### src/rtl/change_payout_sequencer.sv
// change_payout_sequencer: greedy 10/5/1 coin-hopper pulse sequencer with per-denomination inventory
module change_payout_sequencer #(
    parameter int PULSE_CYC = 4,
    parameter int GAP_CYC   = 4,
    parameter int CNT_W     = 8
) (
    input  logic             MAX10_CLK1_50,
    input  logic             nRESET,
    input  logic             req_valid,
    input  logic [7:0]       req_amount,
    output logic             req_ready,
    input  logic             inv_load,
    input  logic [1:0]       inv_sel,
    input  logic [CNT_W-1:0] inv_value,
    output logic             C1,
    output logic             C5,
    output logic             C10,
    output logic             busy,
    output logic             done,
    output logic             short,
    output logic [7:0]       remaining,
    output logic [CNT_W-1:0] inv1,
    output logic [CNT_W-1:0] inv5,
    output logic [CNT_W-1:0] inv10
);
    typedef enum logic [2:0] {IDLE, SELECT, FIRE, GAP, DONE} state_t;
    state_t state_q, state_d;
    logic [7:0] tmr_q, tmr_d, rem_q, rem_d;
    logic [1:0] coin_q, coin_d, pick;
    logic [CNT_W-1:0] inv1_q, inv1_d, inv5_q, inv5_d, inv10_q, inv10_d;
    logic c1_q, c1_d, c5_q, c5_d, c10_q, c10_d;
    logic busy_q, busy_d, done_q, done_d, short_q, short_d;
    assign pick = (rem_q >= 8'd10 && inv10_q != '0) ? 2'd3 :
                  (rem_q >= 8'd5  && inv5_q  != '0) ? 2'd2 :
                  (rem_q != 8'd0  && inv1_q  != '0) ? 2'd1 : 2'd0;
    // next-state: coin choice in SELECT, inventory/balance debit on the first FIRE cycle
    always_comb begin
        state_d = state_q;
        tmr_d   = tmr_q;
        rem_d   = rem_q;
        coin_d  = coin_q;
        inv1_d  = inv1_q;
        inv5_d  = inv5_q;
        inv10_d = inv10_q;
        short_d = short_q;
        case (state_q)
            IDLE: begin
                if (inv_load) begin
                    inv1_d  = (inv_sel == 2'd0) ? inv_value : inv1_q;
                    inv5_d  = (inv_sel == 2'd1) ? inv_value : inv5_q;
                    inv10_d = (inv_sel == 2'd2) ? inv_value : inv10_q;
                end
                if (req_valid) begin
                    rem_d   = req_amount;
                    short_d = 1'b0;
                    state_d = SELECT;
                end
            end
            SELECT: begin
                if (pick != 2'd0) begin
                    coin_d  = pick;
                    tmr_d   = '0;
                    state_d = FIRE;
                end else begin
                    short_d = rem_q != 8'd0;
                    state_d = DONE;
                end
            end
            FIRE: begin
                tmr_d = tmr_q + 8'd1;
                if (tmr_q == '0) begin
                    inv10_d = (coin_q == 2'd3 && inv10_q != '0) ? inv10_q - CNT_W'(1) : inv10_q;
                    inv5_d  = (coin_q == 2'd2 && inv5_q  != '0) ? inv5_q  - CNT_W'(1) : inv5_q;
                    inv1_d  = (coin_q == 2'd1 && inv1_q  != '0) ? inv1_q  - CNT_W'(1) : inv1_q;
                    rem_d   = rem_q - ((coin_q == 2'd3) ? 8'd10 : (coin_q == 2'd2) ? 8'd5 : 8'd1);
                end
                if (tmr_q == 8'(PULSE_CYC - 1)) begin
                    tmr_d   = '0;
                    state_d = GAP;
                end
            end
            GAP: begin
                tmr_d = tmr_q + 8'd1;
                if (tmr_q == 8'(GAP_CYC - 1)) begin
                    tmr_d   = '0;
                    state_d = SELECT;
                end
            end
            DONE:    state_d = IDLE;
            default: state_d = IDLE;
        endcase
    end
    // registered outputs: actuators follow the FIRE state, done follows DONE
    always_comb begin
        c1_d   = state_q == FIRE && coin_q == 2'd1;
        c5_d   = state_q == FIRE && coin_q == 2'd2;
        c10_d  = state_q == FIRE && coin_q == 2'd3;
        done_d = state_q == DONE;
        busy_d = state_d != IDLE;
    end
    // state and output registers with synchronous active-low reset
    always_ff @(posedge MAX10_CLK1_50) begin
        if (!nRESET) begin
            state_q <= IDLE;
            tmr_q   <= '0;
            rem_q   <= '0;
            coin_q  <= '0;
            inv1_q  <= '0;
            inv5_q  <= '0;
            inv10_q <= '0;
            c1_q    <= 1'b0;
            c5_q    <= 1'b0;
            c10_q   <= 1'b0;
            busy_q  <= 1'b0;
            done_q  <= 1'b0;
            short_q <= 1'b0;
        end else begin
            state_q <= state_d;
            tmr_q   <= tmr_d;
            rem_q   <= rem_d;
            coin_q  <= coin_d;
            inv1_q  <= inv1_d;
            inv5_q  <= inv5_d;
            inv10_q <= inv10_d;
            c1_q    <= c1_d;
            c5_q    <= c5_d;
            c10_q   <= c10_d;
            busy_q  <= busy_d;
            done_q  <= done_d;
            short_q <= short_d;
        end
    end
    assign req_ready = ~busy_q;
    assign C1        = c1_q;
    assign C5        = c5_q;
    assign C10       = c10_q;
    assign busy      = busy_q;
    assign done      = done_q;
    assign short     = short_q;
    assign remaining = rem_q;
    assign inv1      = inv1_q;
    assign inv5      = inv5_q;
    assign inv10     = inv10_q;
endmodule
### config.mk
export PLATFORM = sky130hd
export DESIGN_NAME = change_payout_sequencer
export DESIGN_NICKNAME = d
export VERILOG_FILES = /design/src/rtl/change_payout_sequencer.sv
export SDC_FILE = /design/constraint.sdc
export NUM_CORES = 1
export LEC_CHECK = 0
export CELL_PAD_IN_SITES_DETAIL_PLACEMENT = 0
export CELL_PAD_IN_SITES_GLOBAL_PLACEMENT = 1
export CORE_MARGIN = 5
export CORE_UTILIZATION = 38
export CTS_CLUSTER_SIZE = 12
export DETAILED_ROUTE_END_ITERATION = 8
export PLACE_DENSITY_LB_ADDON = 0.1
export SLEW_MARGIN = 10
export SYNTH_ARGS = -nofsm -noshare
export SYNTH_HDL_FRONTEND = slang
export SYNTH_SLANG_ARGS = --single-unit
### constraint.sdc
create_clock -name MAX10_CLK1_50 -period 2.39 [get_ports MAX10_CLK1_50]
set_input_delay 0.717 -clock MAX10_CLK1_50 [delete_from_list [all_inputs] [get_ports MAX10_CLK1_50]]
set_output_delay 0.717 -clock MAX10_CLK1_50 [all_outputs]
set_load 0.05 [all_outputs]
==> results.json, run 1 <==
{
  "required_ns": 1.67,
  "cts.htree.levels": 2,
  "syn_nets": 432,
  "hold_class": "reg -> reg",
  "synth-seq-cells": 51,
  "synthFlopType": "dfxtp_1",
  "rsz0062_at_grt": "true",
  "fin_ws_ns": 0.04615,
  "fin_tns_setup_ns": 0,
  "die_area_mm2": 0.01030,
  "finalSetupViolations": 0,
  "gp_congestion": 0.8364,
  "cts_buffer_depth": 2,
  "yosysSeqAreaShare_pct": 32.10,
  "synth_adder_area_share_pct": 4.170,
  "io_buffers": 60,
  "vias_per_cell": 5.642,
  "finalPower_w": 0.006039,
  "grt_overflow": 0,
  "synth_top_area_cell": "dfxtp_1",
  "leakage_nw": 1.544,
  "cts.sinks": 51,
  "crit_cells": 1,
  "core-area_mm2": 0.008175,
  "drive_above_1_share_pct": 11.49,
  "fin_skew_ns": 0.01241,
  "drtPass1Iterations": 4,
  "numCtsBuffers": 5,
  "cp_max_fo": 6,
  "hold_viol": 0,
  "whs_ns": 0.4954,
  "crit_slowest_cell": "clkdlybuf4s50_1",
  "cp_cell_sequence": "clkdlybuf4s50_1",
  "rr_worst_depth": 8,
  "finalCriticalPeriod_ns": 2.344,
  "crit_path_max_incr_delay_ns": 0.85,
  "path_buf_inv": 1,
  "grt_pass1_vias": 2960,
  "power.density_mw_per_mm2": 1470,
  "netlist_instances": 400,
  "wl_per_cell_um": 16.29,
  "r2r-start": "coin_q[0]",
  "crit_type": "reg -> out",
  "finalCritPeriodShare_pct": 98.07,
  "root_buffer": "clkbuf_8",
  "synthDistinctLibCells": 61,
  "path_clk_slew_ns": 0.10,
  "synth_compound_area_share_pct": 30.92,
  "ys_top_cells_by_count": "nor2_1 (52), dfxtp_1 (51), nand2_1 (31), a21oi_1 (24), clkbuf_1 (19)",
  "crit_arrival_ns": 1.63,
  "initial_core_util_pct": 38.90,
  "hpwl_mm": 6.915,
  "area_growth_pct": 29.15,
  "post_cts_buffers": 0,
  "cts_hold_buffers": 0,
  "boundaryPins": 61,
  "via_count": 3244,
  "pre_cts_slack_ns": -0.09013,
  "antenna_found_initial": 0,
  "drtIter0Drc": 144,
  "grt_pass1_wl_mm": 15.19,
  "synth_area_leaders": "dfxtp_1 (32%), nor2_1 (6.1%), o311ai_1 (5.0%), a21oi_1 (3.8%), nand2_1 (3.7%)",
  "status": "completed",
  "end_kind": "primary output",
  "ant_nets": 0,
  "r2r_end": "remaining[6]",
  "num_rows": 33,
  "maxSlewHeadroom_pct": 63.49,
  "dieWidth_um": 101.5,
  "track_usage_pct": 18.15,
  "worstMarginPinSlew_ns": 0.5460,
  "synth_mux_area_share_pct": 0,
  "syn_avg_cell_area_um2": 7.951,
  "synth_edf_count": 0,
  "post-synth-top-count-cell": "nor2_1",
  "yosys.area_share.simple_pct": 26.87,
  "slew_violations": 0,
  "vdd_drop_max_mv": 0.6863,
  "startpoint_type": "register",
  "fillers": 827,
  "cts_tree": "done",
  "cpLargestDelayFamily": "buffers and inverters",
  "insertion_delay_ns": 0.31,
  "synth_top_area_share_pct": 32.10,
  "synth_top_family_by_area": "compound AO/OA/AOI/OAI gates",
  "nets": 501,
  "crit_path_start": "inv10[0]",
  "wirelength_mm": 9.369,
  "rrSetupSlack_ns": 0.19,
  "synthXorXnorAreaFrac_pct": 0,
  "drv_cap": 0,
  "n_antenna_cell": 0,
  "cts_resized": 0,
  "grt_max_degree": 50,
  "crit_path_end": "inv10[0]",
  "remaining_drc_errors": 0,
  "fmax_mhz": 426.6,
  "syn_area_mm2": 0.003181,
  "yosys_warnings": 0,
  "die_h_um": 101.5,
  "async_flop_share_pct": 0
}
-- worst min path at each step --
stage | from | end | slack [ns] | depth (start not counted)
detailed placement | short | short | 0.48 | 2
finish | short | short | 0.50 | 2
CTS | short | short | 0.50 | 2
floorplan | coin_q[1] | coin_q[1] | 0.47 | 2
global route | short | short | 0.51 | 2
global placement | short | short | 0.48 | 2
-- per-stage QoR --
step                utilization, %  cells  instance area (µm²)
floorplan                        -    400                 3182
global placement             49.08    567                 4013
global route                 50.24    575                 4108
CTS                          50.11    575                 4096
detailed placement           49.08    567                 4013
finish                       50.24    575                 4108
-- power by group --
part	internal (W)	leakage, nW	switching, W
Combinational	0.00158	1.08	0.00254
Clock	0.000202	0.0477	0.000304
Sequential	0.00109	0.416	0.000318
-- final cells by class --
cell class,count,area [µm²],area share [%]
Multi-Input combinational cell,305,1977,48.13
Sequential cell,51,1022,24.89
Timing Repair Buffer,88,825.8,20.10
Clock buffer,5,68.82,1.675
Clock inverter,3,15.01,0.3655
Inverter,18,67.56,1.645
Tap cell,105,131.4,3.198
-- state kept, by name, summed over array words and instances (netlist names) --
signal	count
C1	1
C10	1
C5	1
busy	1
coin_q	2
done	1
inv1	8
inv10	8
inv5	8
remaining	8
short	1
state_q	3
tmr_q	8
-- kinds of logic after synthesis --
group | Yosys count
compound gates | 133
flops | 51
buf+inv | 44
simple gates | 162
fa+ha+maj | 10
-- metal layers --
layer | share of wire, % | vias to the layer above | track usage (%) | routed length [µm]
met5 | 0 | - | 0 | 0
met4 | 1.0 | 0 | 3.272 | 95
met3 | 4.4 | 9 | 3.030 | 413
met2 | 47 | 67 | 29.93 | 4401
met1 | 48 | 1525 | 25.22 | 4459
li1 | - | 1643 | - | -
-- cells in the final DEF, fill, tap and decap left out, types with 10 or more instances in the layout --
| cell type | count |
|---|---|
| o21ai_1 | 10 |
| nor2_1 | 52 |
| o21ai_0 | 16 |
| nor3_1 | 17 |
| o311ai_1 | 18 |
| nand2_1 | 31 |
| a21oi_1 | 24 |
| dfxtp_1 | 50 |
| clkdlybuf4s50_1 | 57 |
| nand2b_1 | 11 |
| o31ai_1 | 15 |
| inv_1 | 17 |
| buf_4 | 28 |
(Power assumes the default switching activity.)
==> run 2: changes to the inputs <==
- SLEW_MARGIN: 10 -> 20
==> results of run 2 <==
The final DEF is identical to that of run 1; final timing and power are the same.
==> run 3: changes to the inputs <==
- CORE_MARGIN: 5 -> default
==> run 3 against run 2 <==
Final cell count increased by 0.70%; flip-flop and latch count unchanged; critical path type unchanged; clock power decreased by 1%; core utilization increased by 0.84 points; largest power group unchanged; final area increased by 1.7%; combinational power increased by 4%.
==> results.json, run 3 (synthesized netlist as in run 1, its figures left out) <==
{
  "io_buffers": 60,
  "vdd_drop_max_mv": 0.7580,
  "cts_buffer_depth": 2,
  "clkPwrFrac_pct": 8.1,
  "maxSlewHeadroom_pct": 56.53,
  "place_area_mm2": 0.004078,
  "insertion_delay_ns": 0.31,
  "power.density_mw_per_mm2": 1475,
  "power_frac_seq_pct": 22.5,
  "combinationalPowerShare_pct": 69.4,
  "path_buf_inv": 1,
  "worstMarginPinSlew_ns": 0.6507,
  "hpwl_mm": 7.054,
  "initial_core_util_pct": 38.90,
  "layout_commonest_cell": "clkdlybuf4s50_1",
  "fin_tns_setup_ns": 0,
  "antenna_found_initial": 0,
  "core-area_mm2": 0.008175,
  "dieWidth_um": 93.49,
  "root_buffer": "clkbuf_8",
  "fmax_mhz": 429.9,
  "crit_arrival_ns": 1.61,
  "grt_overflow": 0,
  "power.internal_w": 0.002967,
  "finalCriticalPeriod_ns": 2.326,
  "hold_depth": 2,
  "grt.met2_usage_pct": 36.76,
  "finalPower_w": 0.006160,
  "rr_worst_depth": 7,
  "final_cell_area_mm2": 0.004177,
  "ant_nets": 0,
  "grt_pass1_wl_mm": 15.54,
  "startpoint_type": "register",
  "swShare_pct": 51.83,
  "fin_skew_ns": 0.008489,
  "via_count": 3311,
  "num_rows": 33,
  "die_area_mm2": 0.008739,
  "hold_class": "reg -> reg",
  "cp_cell_sequence": "clkdlybuf4s50_1",
  "finalCritPeriodShare_pct": 97.34,
  "gp_congestion": 0.8322,
  "cts.htree.levels": 2,
  "utilization_pct": 51.09,
  "use_met3_pct": 3.252,
  "end_kind": "primary output",
  "remaining_drc_errors": 0,
  "area_growth_pct": 31.31,
  "boundaryPins": 61,
  "crit_type": "reg -> out",
  "drv_cap": 0,
  "die_h_um": 93.49,
  "path_clk_slew_ns": 0.09,
  "status": "completed",
  "crit_cells": 1,
  "grt_pass1_vias": 3070,
  "grt_max_degree": 32,
  "slew_violations": 0,
  "cts.sinks": 51,
  "required_ns": 1.67,
  "grt-busiest-layer": "met2",
  "crit_slowest_cell": "clkdlybuf4s50_1",
  "wirelength_mm": 9.521,
  "drtIter0Drc": 139,
  "crit_path_max_incr_delay_ns": 0.85,
  "grt_use_met1_pct": 30.72,
  "wl_per_cell_um": 16.44,
  "finalSetupViolations": 0,
  "vias_per_cell": 5.718,
  "n_antenna_cell": 0,
  "final_cell_mix": "clkdlybuf4s50_1 (56), nor2_1 (52), dfxtp_1 (49)",
  "drtPass1Iterations": 4,
  "leakage_nw": 1.576,
  "switching_power_w": 0.003193,
  "cp_max_fo": 5,
  "drive_above_1_share_pct": 12.66,
  "track_usage_pct": 22.54,
  "nets": 505,
  "hold_viol": 0,
  "numCtsBuffers": 5,
  "cpLargestDelayFamily": "buffers and inverters",
  "fillers": 785,
  "cts_tree": "done"
}
[run 3: final cells by class]
| cell class | count | area [µm²] | share of cell area, % |
|---|---|---|---|
| sequential | 51 | 1023 | 24.51 |
| multi-input combinational | 305 | 1982 | 47.45 |
| inverter | 18 | 67.56 | 1.618 |
| clock inverter | 1 | 5.005 | 0.1198 |
| timing repair buffer | 92 | 890.9 | 21.33 |
| tap | 105 | 131.4 | 3.146 |
| clock buffer | 7 | 76.32 | 1.827 |
[run 3: metal layers]
metal  share of wire [%]  wire length, µm
met1                  47             4519
met2                  46             4418
met3                 4.2              401
met4                 1.9              182
met5                   0                0
[run 3: worst paths after layout]
kind / startpoint / end / slack [ns]
hold reg to reg: short / short / 0.50
setup reg to reg: inv1[1] / inv1[0] / 0.19
hold / removal: short / short / 0.50
setup / recovery: inv1[6] / inv1[6] / 0.06
[run 3: timing repair]
action                                  4_1_cts  5_1_grt
hold buffers                                  0        0
endpoints found under the setup margin        0        3
buffers inserted                              0        0
resized for setup                             0        7
[run 3: power groups by stage]
| stage | registers (W) | logic [W] | clock network, W |
|---|---|---|---|
| final | 0.00139 | 0.00427 | 0.000501 |
| after global routing | 0.00143 | 0.00466 | 0.000550 |
| after CTS | 0.00138 | 0.00427 | 0.000515 |
| after detailed placement | 0.00140 | 0.00425 | 0 |
| after global placement | 0.00140 | 0.00421 | 0 |
| after floorplan | 0.00202 | 0.00218 | 0 |
[run 3: metrics by stage]
step	hold WS, ns	worst slack (ns)	instances
2_1_floorplan	0.4698	0.07219	400
4_1_cts	0.5084	0.03104	579
6_report	0.4979	0.06362	579
5_1_grt	0.5383	-0.001396	579
3_3_place_gp	0.4814	-0.05055	571
3_5_place_dp	0.4949	-0.07632	571
